<file path="config.mk">
export PLATFORM = sky130hd
export DESIGN_NAME = uart_tx_fifo
export DESIGN_NICKNAME = d
export VERILOG_FILES = /design/src/rtl/uart_tx_fifo.sv
export SDC_FILE = /design/constraint.sdc
export NUM_CORES = 1
export LEC_CHECK = 0
export ABC_AREA = 1
export CAP_MARGIN = 40
export CORE_MARGIN = 8
export CORE_UTILIZATION = 29
export DETAILED_ROUTE_END_ITERATION = 6
export PLACE_DENSITY = 0.43
export SETUP_SLACK_MARGIN = 0.4
export SKIP_CTS_REPAIR_TIMING = 1
export SYNTH_ARGS = -nofsm -noshare
export SYNTH_HDL_FRONTEND = slang
export SYNTH_SLANG_ARGS = --single-unit
</file>
<file path="constraint.sdc">
create_clock -name i_Clock -period 3.4 [get_ports i_Clock]
set_input_delay 0.51 -clock i_Clock [delete_from_list [all_inputs] [get_ports i_Clock]]
set_output_delay 0.51 -clock i_Clock [all_outputs]
set_load 0.02 [all_outputs]
</file>
<file path="src/rtl/uart_tx_fifo.sv">
// uart_tx_fifo: buffered 8N1 UART transmitter.
// Host logic pushes bytes into a circular FIFO. A TX state machine drains the
// FIFO and sends frames back-to-back, LSB first, with no idle gap between
// queued frames.
//
// Ports:
//   i_Clock    system clock; all logic runs on the rising edge
//   i_Reset    synchronous, active-high reset
//   i_Write    push i_Data into the FIFO this cycle
//   i_Data     byte to transmit
//   o_Full     FIFO holds 2**ADDR_W entries
//   o_Empty    FIFO holds 0 entries
//   o_Count    current FIFO occupancy, 0..2**ADDR_W
//   o_Overflow one-cycle pulse: a write was dropped because the FIFO was full
//   o_TX       serial line, idle high
//   o_Busy     high while a frame is on the line or the FIFO is non-empty
//
// state | meaning
// ------+------------------------------------------------
// IDLE  | line high, waiting for a queued byte
// START | start bit (low) on the line
// DATA  | data bits 0..7 on the line, LSB first
// STOP  | stop bit (high); chains straight into the next frame
module uart_tx_fifo #(
  parameter int CLOCK_HZ = 80000000,
  parameter int BAUD     = 115200,
  parameter int ADDR_W   = 4
) (
  input  logic              i_Clock,
  input  logic              i_Reset,
  input  logic              i_Write,
  input  logic [7:0]        i_Data,
  output logic              o_Full,
  output logic              o_Empty,
  output logic [ADDR_W:0]   o_Count,
  output logic              o_Overflow,
  output logic              o_TX,
  output logic              o_Busy
);

  localparam int DIV    = CLOCK_HZ / BAUD;
  localparam int BAUD_W = (DIV > 1) ? $clog2(DIV) : 1;
  localparam int DEPTH  = 2 ** ADDR_W;

  localparam logic [BAUD_W-1:0] BAUD_RELOAD = BAUD_W'(DIV - 1);
  localparam logic [BAUD_W-1:0] BAUD_ONE    = BAUD_W'(1);
  localparam logic [ADDR_W:0]   DEPTH_CNT   = (ADDR_W + 1)'(DEPTH);
  localparam logic [ADDR_W:0]   CNT_ONE     = (ADDR_W + 1)'(1);
  localparam logic [ADDR_W-1:0] PTR_ONE     = ADDR_W'(1);

  typedef enum logic [1:0] {
    S_IDLE,
    S_START,
    S_DATA,
    S_STOP
  } state_t;

  state_t state, state_nxt;

  logic [7:0]        mem [DEPTH];
  logic [ADDR_W-1:0] wr_ptr, rd_ptr;
  logic [ADDR_W:0]   count;
  logic [7:0]        head;
  logic              full, empty, push, pop;

  logic [7:0]        shift, shift_nxt;
  logic [2:0]        bit_cnt, bit_cnt_nxt;
  logic [BAUD_W-1:0] baud, baud_nxt;
  logic              tx, tx_nxt;
  logic              overflow;

  assign full  = (count == DEPTH_CNT);
  assign empty = (count == '0);
  assign head  = mem[rd_ptr];

  // A pop in the same cycle frees a slot, so a write while full still lands.
  assign push = i_Write && (!full || pop);

  always_comb begin
    state_nxt   = state;
    shift_nxt   = shift;
    bit_cnt_nxt = bit_cnt;
    baud_nxt    = baud;
    tx_nxt      = tx;
    pop         = 1'b0;
    case (state)
      S_IDLE: begin
        tx_nxt = 1'b1;
        if (!empty) begin
          pop       = 1'b1;
          shift_nxt = head;
          tx_nxt    = 1'b0;
          baud_nxt  = BAUD_RELOAD;
          state_nxt = S_START;
        end
      end
      S_START: begin
        if (baud == '0) begin
          tx_nxt      = shift[0];
          bit_cnt_nxt = 3'd0;
          baud_nxt    = BAUD_RELOAD;
          state_nxt   = S_DATA;
        end else begin
          baud_nxt = baud - BAUD_ONE;
        end
      end
      S_DATA: begin
        if (baud == '0) begin
          baud_nxt = BAUD_RELOAD;
          if (bit_cnt != 3'd7) begin
            shift_nxt   = {1'b0, shift[7:1]};
            tx_nxt      = shift[1];
            bit_cnt_nxt = bit_cnt + 3'd1;
          end else begin
            tx_nxt    = 1'b1;
            state_nxt = S_STOP;
          end
        end else begin
          baud_nxt = baud - BAUD_ONE;
        end
      end
      S_STOP: begin
        if (baud == '0) begin
          if (!empty) begin
            // Load the next frame here so its start bit follows with no gap.
            pop       = 1'b1;
            shift_nxt = head;
            tx_nxt    = 1'b0;
            baud_nxt  = BAUD_RELOAD;
            state_nxt = S_START;
          end else begin
            state_nxt = S_IDLE;
          end
        end else begin
          baud_nxt = baud - BAUD_ONE;
        end
      end
      default: begin
        tx_nxt    = 1'b1;
        state_nxt = S_IDLE;
      end
    endcase
  end

  always_ff @(posedge i_Clock) begin
    if (i_Reset) begin
      state    <= S_IDLE;
      shift    <= '0;
      bit_cnt  <= '0;
      baud     <= '0;
      tx       <= 1'b1;
      wr_ptr   <= '0;
      rd_ptr   <= '0;
      count    <= '0;
      overflow <= 1'b0;
    end else begin
      state    <= state_nxt;
      shift    <= shift_nxt;
      bit_cnt  <= bit_cnt_nxt;
      baud     <= baud_nxt;
      tx       <= tx_nxt;
      overflow <= i_Write && full && !pop;
      if (push) wr_ptr <= wr_ptr + PTR_ONE;
      if (pop)  rd_ptr <= rd_ptr + PTR_ONE;
      case ({push, pop})
        2'b10:   count <= count + CNT_ONE;
        2'b01:   count <= count - CNT_ONE;
        default: count <= count;
      endcase
    end
  end

  // Storage needs no reset; the pointers define what is valid.
  always_ff @(posedge i_Clock) begin
    if (!i_Reset && push) mem[wr_ptr] <= i_Data;
  end

  assign o_Full     = full;
  assign o_Empty    = empty;
  assign o_Count    = count;
  assign o_Overflow = overflow;
  assign o_TX       = tx;
  assign o_Busy     = (state != S_IDLE) || !empty;

endmodule

</file>
==> results.cfg <==
[outcome]
status = finished, final reports clean

[route]
vias = 5012
avgViaCountPerCell = 4.764
drt_first_pass_iters = 5
drtIter0Drc = 388
wire_per_inst_um = 17.54
drtAntennaViolNets = 0
routed_wl_mm = 18.45
drc_errors = 0

[timing]
fin_ws_ns = 0.6869
skew_ns = 0.01207
rsz0062_at_grt = false
achievable-frequency_mhz = 368.6
min_period_over_period_pct = 79.80
slew_violations = 0
fin_crit_ns = 2.713
finalSetupTns_ns = 0
setup_viol = 0
tightest_slew_ns = 0.9236
hold_viol_final = 0
slew_headroom_pct = 38.36

[cells_and_area]
antennaDiodeCount = 0
multi_input_area_mm2 = 0.002312
final-seq-area_mm2 = 0.004688
drive_above_1_share_pct = 10.94
fillers = 2521
area_growth_pct = 17.38
final_core_util_pct = 34.67
layout.cells.non_filler = 1052
nets = 735

[placed_design]
placedCellCount = 1020
routabilityCongestion = 0.8212
dp_hpwl_mm = 12.95
pre_cts_ws_ns = 0.5921
io_buffers = 20

[worst_setup_path]
end_kind = flip-flop
critPathKind = reg2reg
arrival_ns = 2.77
timing.rr.end = mem[2][2]$_DFFE_PP_
path_cells = inv_1 > ha_1 > inv_1 > nand3_1 > nand2_4 > inv_6 > nand2_2 > nand2_4 > inv_4 > nand2_1 > inv_1 > nand2_1 > nor2_1
cp_common_cell = inv_1
r2r_setup_slack_ns = 0.69
critPathMaxStageDelay_ns = 0.50
critPathSlowestCell = nor2_1
cp.required_ns = 3.45
crit_path_max_fanout = 10
critPathBufInv = 5
cp_top_family = simple AND/OR/NAND/NOR gates
cp-start-kind = flip-flop
rr_startpoint = state[0]$_SDFFE_PP0P_
ff2ff_path_depth = 13

[clocking]
clock-sinks = 170
cts_max_level = 4
clkLatencyLatePin_ns = 0.43
cts-root-buf = clkbuf_16
cts_tree = yes
clkTransAtPathRegs_ns = 0.07
numCtsBuffers = 17
clockBufferDepth = 2

[power]
switching_power_uw = 2389
powerDensity_mw_per_mm2 = 759.6
clkPwrFrac_pct = 30.0
pwr-share-seq_pct = 39.2
combinationalPowerShare_pct = 30.9
intPower_uw = 4262
peakVddDrop_mv = 0.2514
p_leak_uw = 0.003169
switching_share_pct = 35.92

[min_path]
hold_path.startpoint = shift[7]$_SDFFE_PP0P_
hold_path_end = shift[7]$_SDFFE_PP0P_
hold_path.class = reg2reg
min_path_cells = 2

[die]
rows = 58
io-pin-count = 21
fp.coreArea_mm2 = 0.02525
dieWidth_um = 176.4
start_util_pct = 29.54
dieArea_mm2 = 0.03111
die_h_um = 176.4

[yosys]
synth_top_area_cell = edfxtp_1
synth_seq_cells = 170
yosysSeqAreaShare_pct = 62.80
postSynthCellCount = 678
yosysWarnings = 0
netlist_area_mm2 = 0.007460
syn_avg_cell_area_um2 = 11.00
synthDistinctLibCells = 39
synth_edf_count = 128
synth_top_area_share_pct = 51.53
synth_nets = 704
ys.flop_type = edfxtp_1
synth.area.top_cells = edfxtp_1 (52%), dfxtp_1 (11%), a21oi_1 (4.4%)
async_flop_share_pct = 0

[global_routing]
gr-total-overflow = 0
gr-usage-all-layers_pct = 12.16
antenna_found_initial = 0
grt_pass1_wl_mm = 28.74
gr-usage-met2_pct = 21.68
grt_max_degree = 69
top_usage_layer = met2
use_met1_pct = 14.80
use_met3_pct = 1.880
grt_pass1_vias = 4992

[flow_run]
maxCapViolCount = 0
## worst min-delay path, stage by stage, from the launching register on
cell	delay (ns)
dfxtp_1	0.31
nand2_1	0.06
a21oi_1	0.06
## cells in the final DEF, fill, tap and decap left out, types with 17 or more instances in the layout
cell type and n:
a21oi_1 65, buf_4 19, clkbuf_16 17, clkdlybuf4s50_1 20, dfxtp_1 41, edfxtp_1 128
inv_1 80, mux2i_1 32, nand2_1 66, nand3_1 36, nor2_1 35, o211ai_1 35
o21ai_0 65
## sequential cells by signal, summed over array words and instances (netlist names), named ones only
signal,flops
wr_ptr,4
o_Count,5
bit_cnt,3
o_TX,1
o_Overflow,1
rd_ptr,4
mem,128
baud,10
shift,8
state,2
## logic make-up after synthesis
logic type	count (synthesis)	share of synthesized area (%)
compound gates	178	13.62
xor+xnor	3	0.3523
mux	32	4.294
fa+ha+maj	15	2.516
simple gates	163	10.15
flops	170	62.80
buf+inv	117	6.273
## layout make-up
class | count | area share (%)
clock buffers | 17 | 4.859
multi-input cells | 391 | 26.41
repair buffers | 42 | 4.573
clock inverters | 15 | 2.086
flip-flops and latches | 170 | 53.54
inverters | 87 | 3.815
well taps | 330 | 4.716
## cells in the mapped netlist (all sizes together), types with 15 or more instances
cell / instances
a21oi: 65
clkbuf: 18
dfxtp: 42
edfxtp: 128
ha: 15
inv: 86
mux2i: 32
nand2: 73
nand3: 38
nor2: 39
o211ai: 35
o21ai: 69
## power groups by stage
stage	registers, µW	logic (µW)	clock network (µW)
after floorplan	2550	1550	0
after global placement	2650	2050	0
after detailed placement	2650	2070	0
after CTS	2610	2080	2050
after global routing	2640	2300	2130
final	2610	2050	1990
## metrics by stage
step	power, µW	area, µm²	hold slack, ns
global placement	4694	8085	0.4529
floorplan	4093	7460	0.4435
CTS	6733	8751	0.4663
global route	7076	8756	0.4887
finish	6651	8756	0.4682
detailed placement	4725	8143	0.4554
## metal layers
layer	up-vias	routed length, µm	part of all wire [%]
met5	-	0	0
met4	0	199	1.1
met3	12	446	2.4
met2	78	9765	53
met1	2466	8038	44
li1	2456	-	-
## worst max path at each step
stage                          start                   end  slack [ns]  cells past startpoint
3_3_place_gp      baud[0]$_SDFF_PP0_   mem[0][2]$_DFFE_PP_        0.73                     16
4_1_cts        state[0]$_SDFFE_PP0P_   mem[0][7]$_DFFE_PP_        0.60                     13
2_1_floorplan  state[0]$_SDFFE_PP0P_  mem[10][0]$_DFFE_PP_        1.05                     13
6_report       state[0]$_SDFFE_PP0P_   mem[2][2]$_DFFE_PP_        0.69                     13
3_5_place_dp   state[0]$_SDFFE_PP0P_   mem[0][3]$_DFFE_PP_        0.59                     13
5_1_grt        state[0]$_SDFFE_PP0P_   mem[3][4]$_DFFE_PP_        0.43                     13
(Power assumes the default switching activity.)
==> patch 1, RTL diff (same settings) <==
Set the parameter `BAUD` to 28800 (it was 115200).
--- a/src/rtl/uart_tx_fifo.sv
+++ b/src/rtl/uart_tx_fifo.sv
@@ -23,7 +23,7 @@
 // STOP  | stop bit (high); chains straight into the next frame
 module uart_tx_fifo #(
   parameter int CLOCK_HZ = 80000000,
-  parameter int BAUD     = 115200,
+  parameter int BAUD     = 28800,
   parameter int ADDR_W   = 4
 ) (
   input  logic              i_Clock,
Formal check against the unedited RTL: no difference found for any inputs over 10 cycles, from zero or initial values and one cycle with i_Reset high; that may be too few to reach the edited logic, so the function may still have changed.
==> patch 1 against the unedited design <==
Cell area grew 1.5%; power increased by 1.0%; setup slack lost 100 ps; via count grew 0.20%; core utilization decreased by 0.26 points; area after synthesis grew 1.5%; sequential cell count increased by 2; routed wire length grew 2.5%.
==> patch 1: results (changes against the unedited design) <==
stage	metric	value	unit	change
global_route	grt_pass1_vias	5129		+2.7%
detailed_routing	via_per_inst	4.707		-1.2%
global_route	grt_util_all_layers	12.24	%	+0.082 points
detailed_routing	drt_iter0_drc	369		-4.9%
synth	synth.yosys.seq_area_share	62.41	%	-0.38 points
synth	synth_cell_types	38		-2.6%
finish	reg.largest.list	mem x128, baud x12, shift x8		
pwr	leakage	3.180	nW	+0.34%
synth	ys_warn_count	0		unchanged
global_route	overflow	0		unchanged
min_path	worstHoldPathType	reg2reg		
run_status	status	finished, final reports clean		
timing	finalSetupTns	0	ps	unchanged
clock_tree	root_buffer	clkbuf_16		
detailed_routing	dr.pass1.iters	4		-1
clock_tree	htreeDepth	4		unchanged
clock_tree	cts_buffer_depth	2		unchanged
finish	diodes	0		unchanged
timing	setup_viol	0		unchanged
global_route	grt_pass1_wl	29.08	mm	+1.2%
clock_tree	cts_buffers	17		unchanged
synth	yosys-top-cells-area	edfxtp_1 (51%), dfxtp_1 (12%), o21ai_0 (4.7%)		
critical_path	cp_max_fo	8		-2
synth	synth-async-reset-ratio	0	%	unchanged
finish	fin_nets	745		+1.4%
global_route	antenna_found_initial	0		unchanged
place	portBuffers	20		unchanged
clock_tree	insertion_delay	430	ps	about the same
finish	nFillCells	2554		+1.3%
synth	synth_nets	717		+1.8%
detailed_routing	routedWlPerCell	17.72	um	+1.0%
synth	ys_top_cells_by_count	edfxtp_1 (128), inv_1 (82), o21ai_0 (71)		
synth	synth-edff-count	128		unchanged
pwr	irDropWorstVdd	0.3466	mV	+38%
clock_tree	clk_pin_slew	80	ps	
finish	drive_gt1_share	12.84	%	+1.9 points
place	gp_congestion	0.8428		+2.6%
place	dp_hpwl	13.39	mm	+3.4%
critical_path	critPathArrivalTime	2900	ps	+130 ps
global_route	grt_max_degree	86		+25%
timing	relSlewSlack	41.50	%	+3.1 points
timing	fin_skew	17.16	ps	+5.086 ps
patch 1: cell count changes in the layout (fill, tap and decap cells not counted), sizes merged, moves of 2 or more:
cell	unedited run	this run
nor2	39	52
nand3	38	30
buf	22	16
o21ai	69	74
a211oi	4	1
clkinv	3	6
nor3	6	9
xor2	1	4
bufinv	2	0
dfxtp	42	44
inv	94	92
nand4	3	5
o21bai	0	2
xnor2	2	0
patch 1: per-layer routing:
metal | GRT usage [%] | wire [um]
met1 | 16.25 | 9146
met5 | 0 | 0
met4 | 4.863 | 471
met3 | 2.426 | 497
met2 | 19.34 | 8790
patch 1: report_power, final:
group | internal, mW | switching (mW)
Sequential | 2.42 | 0.126
Combinational | 0.796 | 1.48
Clock | 0.995 | 0.908
patch 1: worst paths after layout:
check	cells past startpoint	from	slack [ps]	end
max	13	state[0]	580	mem[11][6]
min	1	baud[0]	470	baud[0]
max reg2reg	13	state[0]	580	mem[11][6]
min reg2reg	1	baud[0]	470	baud[0]
patch 1: stage by stage:
stage | setup WS (ps) | util [%] | std cells | instance area (um2)
finish | 583.1 | 34.41 | 1067 | 8891
global route | 337.5 | 34.41 | 1067 | 8891
CTS | 374.1 | 34.27 | 1067 | 8853
detailed placement | 383.6 | 31.99 | 1035 | 8265
global placement | 527.4 | 31.54 | 1028 | 8148
floorplan | 955.9 | - | 691 | 7570
patch 1: final cells by class:
| type | instances | area share (%) |
|---|---|---|
| clock buffer | 18 | 4.939 |
| tap | 335 | 4.714 |
| multi-input combinational | 405 | 27.46 |
| sequential | 172 | 53.18 |
| clock inverter | 14 | 1.675 |
| inverter | 87 | 3.701 |
| timing repair buffer | 36 | 4.334 |
patch 1: critical path, stage by stage, from the launching register on:
cell and delay, ps:
dfxtp_1 390, inv_1 120, ha_1 350, inv_1 140, nand3_4 100, o21bai_4 260
inv_2 100, nand2_2 80, nand2_2 80, inv_4 80, nand2_1 60, inv_2 70
nand2_1 230, nor2_2 410
patch 1: kinds of logic (layout without fill, tap and decap cells):
group / count (synthesis) / count (layout) / share of synthesized area (%)
buffers and inverters: 114 / 155 / 5.835
muxes: 32 / 32 / 4.231
and+or+nand+nor: 174 / 174 / 10.99
AOI/OAI and AO/OA: 180 / 180 / 13.59
adders and majority gates: 15 / 15 / 2.479
DFF: 172 / 172 / 62.41
xor gates and xnor gates: 4 / 4 / 0.4628
==> patch 2, RTL diff (same settings) <==
Made on the original files. Put one more register stage on the output `o_Count`, with the module's reset. The value now appears one clock later. The other outputs are not delayed to match.
--- a/src/rtl/uart_tx_fifo.sv
+++ b/src/rtl/uart_tx_fifo.sv
@@ -177,7 +177,13 @@
 
   assign o_Full     = full;
   assign o_Empty    = empty;
-  assign o_Count    = count;
+  always_ff @(posedge i_Clock) begin
+    if (i_Reset) begin
+      o_Count <= '0;
+    end else begin
+      o_Count <= count;
+    end
+  end
   assign o_Overflow = overflow;
   assign o_TX       = tx;
   assign o_Busy     = (state != S_IDLE) || !empty;
Behaviour: not the same (Yosys sat finds a counterexample within 4 cycles, from zero or initial values and one cycle with i_Reset high).
==> patch 2 against the unedited design <==
Via count grew 0.52%; count of clock-buffer cells in the layout did not move; critical endpoint is now mem[5][1]; clock skew about the same; area after synthesis is 1.7% higher; non-clock buffer count shrank 7; sequential cell count increased by 5; routed wire length grew 3.1%; power rose by 2.3%; cell area rose by 1.8%; sequential share of layout area increased by 0.16 points; critical path type unchanged; final cell count up 0.76%; setup slack lost 170 ps.
==> patch 2: results (changes against the unedited design) <==
stage	metric	value	unit	change
finish	nFlopsAndLatches	175		+2.9%
detailed_routing	dr_wl_met3	584	um	+31%
place	gp_congestion	0.8177		-0.43%
finish	seqCellArea	0.004788	mm2	+2.1%
synth	yosys-top-cells-area	edfxtp_1 (51%), dfxtp_1 (12%), o21ai_0 (4.6%)		
finish	multi_input_area_share	26.59	%	+0.19 points
global_route	antenna_found_initial	0		unchanged
global_route	grt_util_all_layers	12.43	%	+0.27 points
pwr	p_seq_share	38.4	%	-0.8 points
global_route	grt_util_met2	21.07	%	-0.61 points
detailed_routing	drt_iter0_drc	428		+10%
finish	layout.nonclk_buf_share	4.378	%	-0.19 points
synth	synth.yosys.seq_area_share	63.08	%	+0.28 points
finish	nFillCells	2588		+2.7%
global_route	grt_pass1_wl	29.68	mm	+3.3%
critical_path	cp_max_fo	12		+2
pwr	clock_power_share	30.4	%	+0.4 points
timing	timing.fmax	346.9	MHz	-5.9%
critical_path	critPathArrivalTime	2940	ps	+170 ps
detailed_routing	wl_met1	8.807	mm	+9.6%
clock_tree	insertion_delay	420	ps	
run_status	status	finished, final reports clean		
place	dp_slack	524.4	ps	-67.61 ps
synth	ys_warn_count	0		unchanged
finish	drive_gt1_share	12.00	%	+1.1 points
finish	num-multi-input-gates	397		+1.5%
global_route	grt_max_degree	54		-22%
detailed_routing	met2RoutedLength	9.418	mm	-3.6%
global_route	grt_use_met3	2.660	%	+0.78 points
pwr	leakage	3.196	nW	+0.84%
timing	fin_skew	11.82	ps	-0.2475 ps
critical_path	r2r_end	mem[5][1]		
min_path	min_to	rd_ptr[3]		
global_route	grt_pass1_vias	5258		+5.3%
global_route	grtUsageMet1	15.66	%	+0.86 points
synth	synth_fa_ha_area_share	2.474	%	-0.042 points
finish	n_all_buffers	35		-17%
synth	synth_nets	712		+1.1%
critical_path	critical_path.max_stage_delay	570	ps	+70 ps
pwr	p_sw_share	35.64	%	-0.28 points
finish	fin_nets	738		+0.41%
min_path	min_from	rd_ptr[3]		
pwr	irDropWorstVdd	0.2790	mV	+11%
detailed_routing	routed_wl	19.03	mm	+3.1%
finish	inv_count	86		-1.1%
synth	synth-xor-area-share	0.2309	%	-0.12 points
## patch 2: cell count changes in the layout (fill, tap and decap cells not counted), moves of 4 or more
| cell | delta |
|---|---|
| a211oi_1 | -4 |
| buf_4 | -12 |
| dfxtp_1 | +5 |
| inv_1 | -5 |
| inv_2 | +4 |
| nand2_1 | -5 |
| nand2_4 | -4 |
| nand3_1 | -5 |
| nor2_2 | +10 |
| o21ai_0 | +4 |
## patch 2: metrics by stage
stage	instances	hold slack, ps	util, %	power, mW	instance area (um2)
finish	1060	467.8	34.51	6.801	8916
global placement	1020	454.0	31.45	4.726	8127
global route	1060	485.8	34.51	7.221	8916
detailed placement	1028	459.8	31.99	4.799	8264
CTS	1060	470.6	34.40	6.881	8889
floorplan	686	437.4	-	4.145	7585
## patch 2: worst min-delay path: stages, from the launching register on
cell,delay [ps]
dfxtp_1,300
inv_1,50
a21oi_1,70
